[config.mk]
export PLATFORM = sky130hd
export DESIGN_NAME = chipmunk_loader
export DESIGN_NICKNAME = d
export VERILOG_FILES = /design/src/rtl/chipmunk_loader_pkg.sv /design/src/rtl/chipmunk_loader.sv
export SDC_FILE = /design/constraint.sdc
export NUM_CORES = 1
export LEC_CHECK = 0
export BUFFER_PORTS_ARGS = -buffer_cell sky130_fd_sc_hd__buf_4
export CORE_MARGIN = 1
export CORE_UTILIZATION = 55
export CTS_CLUSTER_SIZE = 8
export DETAILED_ROUTE_END_ITERATION = 8
export PLACE_DENSITY_LB_ADDON = 0.25
export SLEW_MARGIN = 40
export SYNTH_ARGS = -nofsm -noshare
export SYNTH_HDL_FRONTEND = slang
export SYNTH_SLANG_ARGS = --single-unit
[constraint.sdc]
create_clock -name clk -period 2.29 [get_ports clk]
set_input_delay 0.458 -clock clk [delete_from_list [all_inputs] [get_ports clk]]
set_output_delay 0.458 -clock clk [all_outputs]
set_load 0.01 [all_outputs]
[src/rtl/chipmunk_loader_pkg.sv]
// Shared definitions for the chipmunk loader: host protocol bytes and the FSM encoding.
package chipmunk_loader_pkg;

    // Command bytes from the host
    localparam logic [7:0] CmdWrite = 8'h57;  // 'W'
    localparam logic [7:0] CmdRead  = 8'h52;  // 'R'
    localparam logic [7:0] CmdGo    = 8'h47;  // 'G'
    localparam logic [7:0] CmdAbort = 8'h58;  // 'X', only meaningful while the CPU runs

    // Reply bytes to the host
    localparam logic [7:0] RespAck     = 8'h06;
    localparam logic [7:0] RespDone    = 8'h44;
    localparam logic [7:0] RespAbort   = 8'h58;
    localparam logic [7:0] RespUnknown = 8'h3F;

    typedef enum logic [2:0] {
        StIdle,
        StArgHi,
        StArgLo,
        StCount,
        StWrite,
        StRead,
        StRun,
        StResp
    } loaderState_t;

    // Which command is collecting its arguments
    typedef enum logic [1:0] {
        OpWrite,
        OpRead,
        OpGo
    } loaderOp_t;

endpackage

[src/rtl/chipmunk_loader.sv]
// Host-side loader and run controller for the chipmunk CPU. Owns the program RAM port,
// loads/reads it over a byte stream, and hands the port to the CPU while it runs.
module chipmunk_loader
    import chipmunk_loader_pkg::*;
#(
    parameter int unsigned addrSize = 12
) (
    input  logic                clk,
    input  logic                reset,
    input  logic [7:0]          rxData,
    input  logic                rxValid,
    output logic                rxReady,
    output logic [7:0]          txData,
    output logic                txValid,
    input  logic                txReady,
    output logic [addrSize-1:0] memAddr,
    output logic [7:0]          memWrData,
    output logic                memWe_n,
    input  logic [7:0]          memRdData,
    input  logic [addrSize-1:0] cpuAddr,
    input  logic [7:0]          cpuWrData,
    input  logic                cpuWe_n,
    output logic [7:0]          cpuRdData,
    output logic                cpuReset_n,
    output logic [addrSize-1:0] cpuStartPC,
    input  logic                cpuDone
);

    localparam logic [addrSize-1:0] AddrOne = addrSize'(1);

    loaderState_t          stateQ, stateD;
    loaderOp_t             opQ, opD;
    logic [addrSize-1:0]   ptrQ, ptrD;
    logic [7:0]            countQ, countD;
    logic [addrSize-1:0]   addrQ, addrD;
    logic [7:0]            wrDataQ, wrDataD;
    logic                  weNQ, weND;
    logic [7:0]            txDataQ, txDataD;
    logic                  txValidQ, txValidD;
    logic                  cpuResetNQ, cpuResetND;
    logic [addrSize-1:0]   startPcQ, startPcD;
    logic                  rxAccept;

    // Gated by the reset input so the loader never claims a byte while held in reset
    assign rxReady  = reset && (stateQ != StRead) && (stateQ != StResp);
    assign rxAccept = rxValid && rxReady;

    assign txData     = txDataQ;
    assign txValid    = txValidQ;
    assign cpuReset_n = cpuResetNQ;
    assign cpuStartPC = startPcQ;
    assign cpuRdData  = memRdData;

    // RAM port mux: CPU owns the port combinationally in RUN, loader registers otherwise
    always_comb begin
        memAddr   = addrQ;
        memWrData = wrDataQ;
        memWe_n   = weNQ;
        if (stateQ == StRun) begin
            memAddr   = cpuAddr;
            memWrData = cpuWrData;
            memWe_n   = cpuWe_n;
        end
    end

    // Next-state logic for the command FSM and all loader registers
    always_comb begin
        stateD     = stateQ;
        opD        = opQ;
        ptrD       = ptrQ;
        countD     = countQ;
        addrD      = addrQ;
        wrDataD    = wrDataQ;
        weND       = 1'b1;  // write strobe lasts a single cycle
        txDataD    = txDataQ;
        txValidD   = txValidQ;
        cpuResetND = cpuResetNQ;
        startPcD   = startPcQ;

        case (stateQ)
            StIdle: begin
                if (rxAccept) begin
                    case (rxData)
                        CmdWrite: begin
                            opD    = OpWrite;
                            stateD = StArgHi;
                        end
                        CmdRead: begin
                            opD    = OpRead;
                            stateD = StArgHi;
                        end
                        CmdGo: begin
                            opD    = OpGo;
                            stateD = StArgHi;
                        end
                        default: begin
                            txDataD  = RespUnknown;
                            txValidD = 1'b1;
                            stateD   = StResp;
                        end
                    endcase
                end
            end

            StArgHi: begin
                if (rxAccept) begin
                    // Address bits above addrSize are dropped
                    ptrD   = {rxData[addrSize-9:0], 8'h00};
                    stateD = StArgLo;
                end
            end

            StArgLo: begin
                if (rxAccept) begin
                    ptrD = {ptrQ[addrSize-1:8], rxData};
                    if (opQ == OpGo) begin
                        // PC is presented now; CPU reset releases one cycle later
                        startPcD   = {ptrQ[addrSize-1:8], rxData};
                        cpuResetND = 1'b0;
                        stateD     = StRun;
                    end else begin
                        stateD = StCount;
                    end
                end
            end

            StCount: begin
                if (rxAccept) begin
                    countD = rxData;
                    if (opQ == OpWrite) begin
                        stateD = StWrite;
                    end else begin
                        addrD    = ptrQ;
                        txValidD = 1'b0;
                        stateD   = StRead;
                    end
                end
            end

            StWrite: begin
                if (rxAccept) begin
                    addrD   = ptrQ;
                    wrDataD = rxData;
                    weND    = 1'b0;
                    ptrD    = ptrQ + AddrOne;
                    if (countQ == 8'd0) begin
                        // Ack is raised by RESP once this final write strobe has gone by
                        txDataD  = RespAck;
                        txValidD = 1'b0;
                        stateD   = StResp;
                    end else begin
                        countD = countQ - 8'd1;
                    end
                end
            end

            StRead: begin
                if (!txValidQ) begin
                    txDataD  = memRdData;
                    txValidD = 1'b1;
                end else if (txReady) begin
                    txValidD = 1'b0;
                    if (countQ == 8'd0) begin
                        stateD = StIdle;
                    end else begin
                        addrD  = addrQ + AddrOne;
                        countD = countQ - 8'd1;
                    end
                end
            end

            StRun: begin
                // Done is ignored during the launch cycle while the CPU is still in reset
                if (cpuResetNQ && cpuDone) begin
                    cpuResetND = 1'b0;
                    txDataD    = RespDone;
                    txValidD   = 1'b1;
                    stateD     = StResp;
                end else if (rxAccept && (rxData == CmdAbort)) begin
                    cpuResetND = 1'b0;
                    txDataD    = RespAbort;
                    txValidD   = 1'b1;
                    stateD     = StResp;
                end else begin
                    cpuResetND = 1'b1;
                end
            end

            StResp: begin
                if (!txValidQ) begin
                    txValidD = 1'b1;
                end else if (txReady) begin
                    txValidD = 1'b0;
                    stateD   = StIdle;
                end
            end

            default: stateD = StIdle;
        endcase
    end

    // State registers; reset abandons any transfer and holds the CPU in reset
    always_ff @(posedge clk or negedge reset) begin
        if (!reset) begin
            stateQ     <= StIdle;
            opQ        <= OpWrite;
            ptrQ       <= '0;
            countQ     <= 8'h00;
            addrQ      <= '0;
            wrDataQ    <= 8'h00;
            weNQ       <= 1'b1;
            txDataQ    <= 8'h00;
            txValidQ   <= 1'b0;
            cpuResetNQ <= 1'b0;
            startPcQ   <= '0;
        end else begin
            stateQ     <= stateD;
            opQ        <= opD;
            ptrQ       <= ptrD;
            countQ     <= countD;
            addrQ      <= addrD;
            wrDataQ    <= wrDataD;
            weNQ       <= weND;
            txDataQ    <= txDataD;
            txValidQ   <= txValidD;
            cpuResetNQ <= cpuResetND;
            startPcQ   <= startPcD;
        end
    end

endmodule

Word level (Yosys, flattened, before mapping) --
Cells that the tools add are included.
Storage, ports and cells: register bits after elaboration 68, bits of input ports 42, output and inout bits 52, word-level logic and storage cells 139
Cells by class: add/subtract/negate cells 3, equal/unequal tests 31, mux-type cells 64, bitwise operators 1, reductions and logical operators 28
Operators with widths (count):
- $mux W8 | 14
- $mux W12 | 9
- $pmux W12 S3 | 2
- $mux W3 | 15
- $eq A8 B7 Y1 const B | 4
- $ne A2 B2 Y1 const B | 16
- $pmux W8 S4 | 1
- $add A12 B1 Y12 const B | 2
- $pmux W3 S8 | 1
- $pmux W8 S3 | 1
- $mux W1 | 18
- $reduce_and A7 Y1 | 2
- $eq A3 B3 Y1 const B | 4
- $reduce_and A12 Y1 | 1
- $reduce_and A3 Y1 | 3
- $reduce_bool A3 Y1 | 3
- $logic_not A8 Y1 | 1
- $reduce_and A4 Y1 | 2
- $reduce_and A8 Y1 | 1
- $sub A8 B1 Y8 const B | 1
- $eq A3 B2 Y1 const B | 2
- $ne A3 B3 Y1 const B | 2
- $pmux W2 S3 | 1
- $logic_and A1 B1 Y1 | 5
- 15 further kinds | 16

Depth between registers and ports, before layout --
word-level depth 8, mapped depth 8, depth with buffers taken out 7

Least setup slack after synthesis --
OpenSTA, ideal clock, no wires.
path kind input to register, from input rxData[5], to register txValidQ (netlist: txValid), setup time 0.128 ns, arrival time 1.971 ns, required time 2.162 ns, slack 0.191 ns, stages on the path 5, buffers on the path 0, path through or3b_4 > or2_4 > o31a_1 > nor3_1 > mux2_1
Between the ends: longest elaborated chain between the ends 4, elaborated cells on any way between the ends 9, those cells by class eq/ne: 6; reduce/logical: 3
RTL lines:
- start, declared | RTL line chipmunk_loader.sv:10 | input logic [7:0] rxData,
- $eq A8 B7 Y1 (on tied branches) | RTL line chipmunk_loader.sv:83, chipmunk_loader.sv:179
- $reduce_or A3 Y1 (no source line) / $logic_and A1 B1 Y1 (equally long branches)
- $ne A2 B2 Y1 (no source line) / $ne A3 B1 Y1 (equally long branches)
- $reduce_and A8 Y1 (no source line) *
- end signal, assigned | RTL line chipmunk_loader.sv:225 | txValidQ <= txValidD;
- end, declared | RTL line chipmunk_loader.sv:39 | logic txValidQ, txValidD;
Mark *: on every way between the ends. The rest lies on a longest branch, timed or not. A chain may end at the register's enable or synchronous reset.

Worst setup path after layout --
from register stateQ[1], to output memWrData[6]
Between the ends: longest elaborated chain between the ends 2
RTL lines:
- start, declared | RTL line chipmunk_loader.sv:31 | loaderState_t stateQ, stateD;
- start signal, assigned | RTL line chipmunk_loader.sv:205 | stateQ <= StIdle;
- start signal, assigned | RTL line chipmunk_loader.sv:217 | stateQ <= stateD;
- $eq A3 B3 Y1 | RTL line chipmunk_loader.sv:59 | if (stateQ == StRun) begin
- $mux W8 | RTL line chipmunk_loader.sv:59
- end, declared | RTL line chipmunk_loader.sv:17 | output logic [7:0] memWrData,
No other way between the ends.

==> reports/results.txt <==
Status = finished clean
Max_cap viols = 0
CTS Hold Buffers Added = 0
Clock Root Buffer = clkbuf_8
Netlist cell types = 59
Max Slew Vio Count = 0
Detailed Route WL = 11.30 mm
Leak = 2.485 nW
Multi-input logic area = 2286 µm²
Slew @ Worst Pin = 556.0 ps
Drt wl/cell = 16.74 µm
DPL Wire Length = 7.997 mm
Core Region = 7292 µm²
Crit path launch type = register
Worst-Skew Late Latency = 340 ps
Die Height = 89.17 µm
Hold Fails Final Rpt = 0
Min Hold Slack = 45.87 ps
Clock sinks = 68
Final setup viols = 0
Fmax = 0.4420 GHz
Count leader, synth = dfrtp_1
Sequential-to-total area share from yosys stat = 40.75%
Vias per cell = 5.916
Power Total = 6.814 mW
Clk_skew = 9.668 ps
Syn. warnings = 0
Initial antenna violation count = 0
CTS Buffer Depth = 2
Synth area leader = dfrtp_1
Routed Antenna Nets = 0
Post-synth top flop = dfrtp_1
Number of port buffers = 93
Gpl congestion = 0.9210
Post-Syn Area = 4179 µm²
First-pass GRT wire length = 17.46 mm
Vias after detailed routing = 3993
Worst EP required = 1830 ps
Final instance area = 5458 µm²
Number of synthesized flops with an enable pin = 0
CTS tree = yes
DP Area = 5132 µm²
# rows = 31
TritonCTS Buffers = 9
Remaining Overflow, GRT = 0
Area grow syn2layout = 30.60%
Slew margin rel. = 62.65%
Initial Util = 57.31%
Sw Ratio = 40.01%
CP Capture Type = output port
Vias in the first global route = 3547
Pint = 4.087 mW
Drt initial violations = 341
Final core area utilization = 74.85%
Ranking of synthesized cells by area = dfrtp_1 (40%), mux2_2 (11%), o21ai_0 (5.4%), nand2_1 (4.4%), a21oi_1 (4.1%)
Period utilisation layout = 98.80%
Critical Path Fanout Max = 13
Antenna Cells = 0
Worst-path clk slew = 70 ps
GRT Total Usage = 29.13%
Sequential power share = 30.3%
Crit Path Class = reg2out
Psw = 2.726 mW
Fin nets = 617
Register bit total from synthesis = 68
Arrival @ worst endpoint = 1800 ps
Die X-Extent = 89.17 µm
# DRC = 0
Top cells by count, synth = dfrtp_1 (67), nand2_1 (49), o21ai_0 (45), mux2_2 (41), a21oi_1 (34)
Post-Syn Instances = 457
Syn_nets = 503
Largest net degree at the start of global routing = 60
Die footprint = 7950 µm²
Share of cells above drive strength 1 = 36.11%
H-tree depth = 3
Top-area cell type share of the netlist area = 40.12%
Combinational share of power = 54.1%
Pwr dens = 1248 nW/µm²
First-pass iteration count of the detailed router = 4
Avg Inst Size Synth = 9.144 µm²
Clk pwr share = 15.6%
Min Tclk post-route = 2263 ps
Fin Setup TNS = 0 ps
IO Pins = 94
Worst vdd ir = 0.6609 mV
Hold Crit Class = in2async
FF/Latch Area = 1703 µm²
FFs w/ async S/R, synth = 100.0%
Layout fillers = 556
==> area by class of cell <==
cell class              instances  share of cell area (%)
multi-input cells             342                   41.88
flip-flops and latches         68                   31.20
repair buffers                134                   19.72
clock buffers                  11                   2.407
well taps                      99                   2.270
clock inverters                 5                   1.421
inverters                      16                   1.100
==> state kept, by name, indices dropped and copies added, names as in the netlist <==
register    count
cpuStartPC     12
weNQ            1
txData          8
opQ             2
wrDataQ         8
ptrQ           12
cpuReset_n      1
countQ          8
addrQ          12
stateQ          3
txValid         1
==> placed cells by master (no fill, tap or decap), types with 4 or more instances in the layout <==
master	count
nand3_1	15
nor2_1	31
a31oi_1	4
o22ai_1	5
buf_6	6
or3_1	5
buf_4	125
ha_1	4
a32oi_1	4
o21ai_0	45
a21oi_1	34
a22oi_1	6
o31a_1	4
a21o_1	4
dfrtp_1	67
and2_1	5
nand2b_1	7
mux2_2	41
clkbuf_8	9
nor3_1	15
mux2_4	5
inv_1	16
nand2_1	49
==> path summary, 6_finish.rpt <==
check,cells past startpoint,endpoint,slack [ps],start
setup / recovery,6,memWrData[6],30,stateQ[1]
hold / removal,2,stateQ[1],50,reset
setup reg to reg,5,txData[4],90,stateQ[2]
hold reg to reg,1,cpuStartPC[1],520,cpuStartPC[1]
max in group asynchronous,3,addrQ[1],1490,reset
min in group clk,3,txData[7],410,memRdData[7]
==> power groups by stage <==
stage                     combinational [mW]  clock (mW)  sequential (mW)
after floorplan                         2.23           0             1.98
after global placement                  3.37           0             2.03
after detailed placement                3.45           0             2.06
after CTS                               3.47        1.07             2.04
after global routing                    4.06        1.13             2.12
final                                   3.69        1.07             2.06
==> what timing repair did <==
item | in CTS | in global routing
setup endpoints to repair | 0 | 32
gates resized for setup | 0 | 6
setup buffers | 0 | 3
==> stage by stage <==
step / std cells / worst slack, ps
finish: 675 / 27.50
global route: 675 / -16.10
CTS: 669 / 27.63
detailed placement: 653 / -22.01
global placement: 653 / 38.83
floorplan: 457 / 191.2
==> cell families after synthesis <==
group | after synthesis | share of synthesized area (%)
and+or+nand+nor | 156 | 18.89
AOI/OAI and AO/OA | 131 | 19.97
DFF | 68 | 40.75
muxes | 50 | 13.83
buffers and inverters | 47 | 5.150
adders and majority gates | 4 | 1.198
xor gates and xnor gates | 1 | 0.2096
==> critical path, cell delays in order, from the launching register on <==
cell and delay (ps):
dfrtp_1 400, buf_6 150, nand3b_1 100, buf_6 160
clkbuf_16 170, mux2_2 340, buf_4 140
==> per-layer routing <==
layer | part of all wire, % | vias to the layer above | track usage, %
met2 | 48 | 174 | 47.19
met5 | 0 | - | 0
met1 | 44 | 1915 | 39.64
li1 | - | 1881 | -
met4 | 2.2 | 0 | 11.54
met3 | 5.8 | 23 | 4.155
No activity file was read; power rests on OpenSTA's default activity.
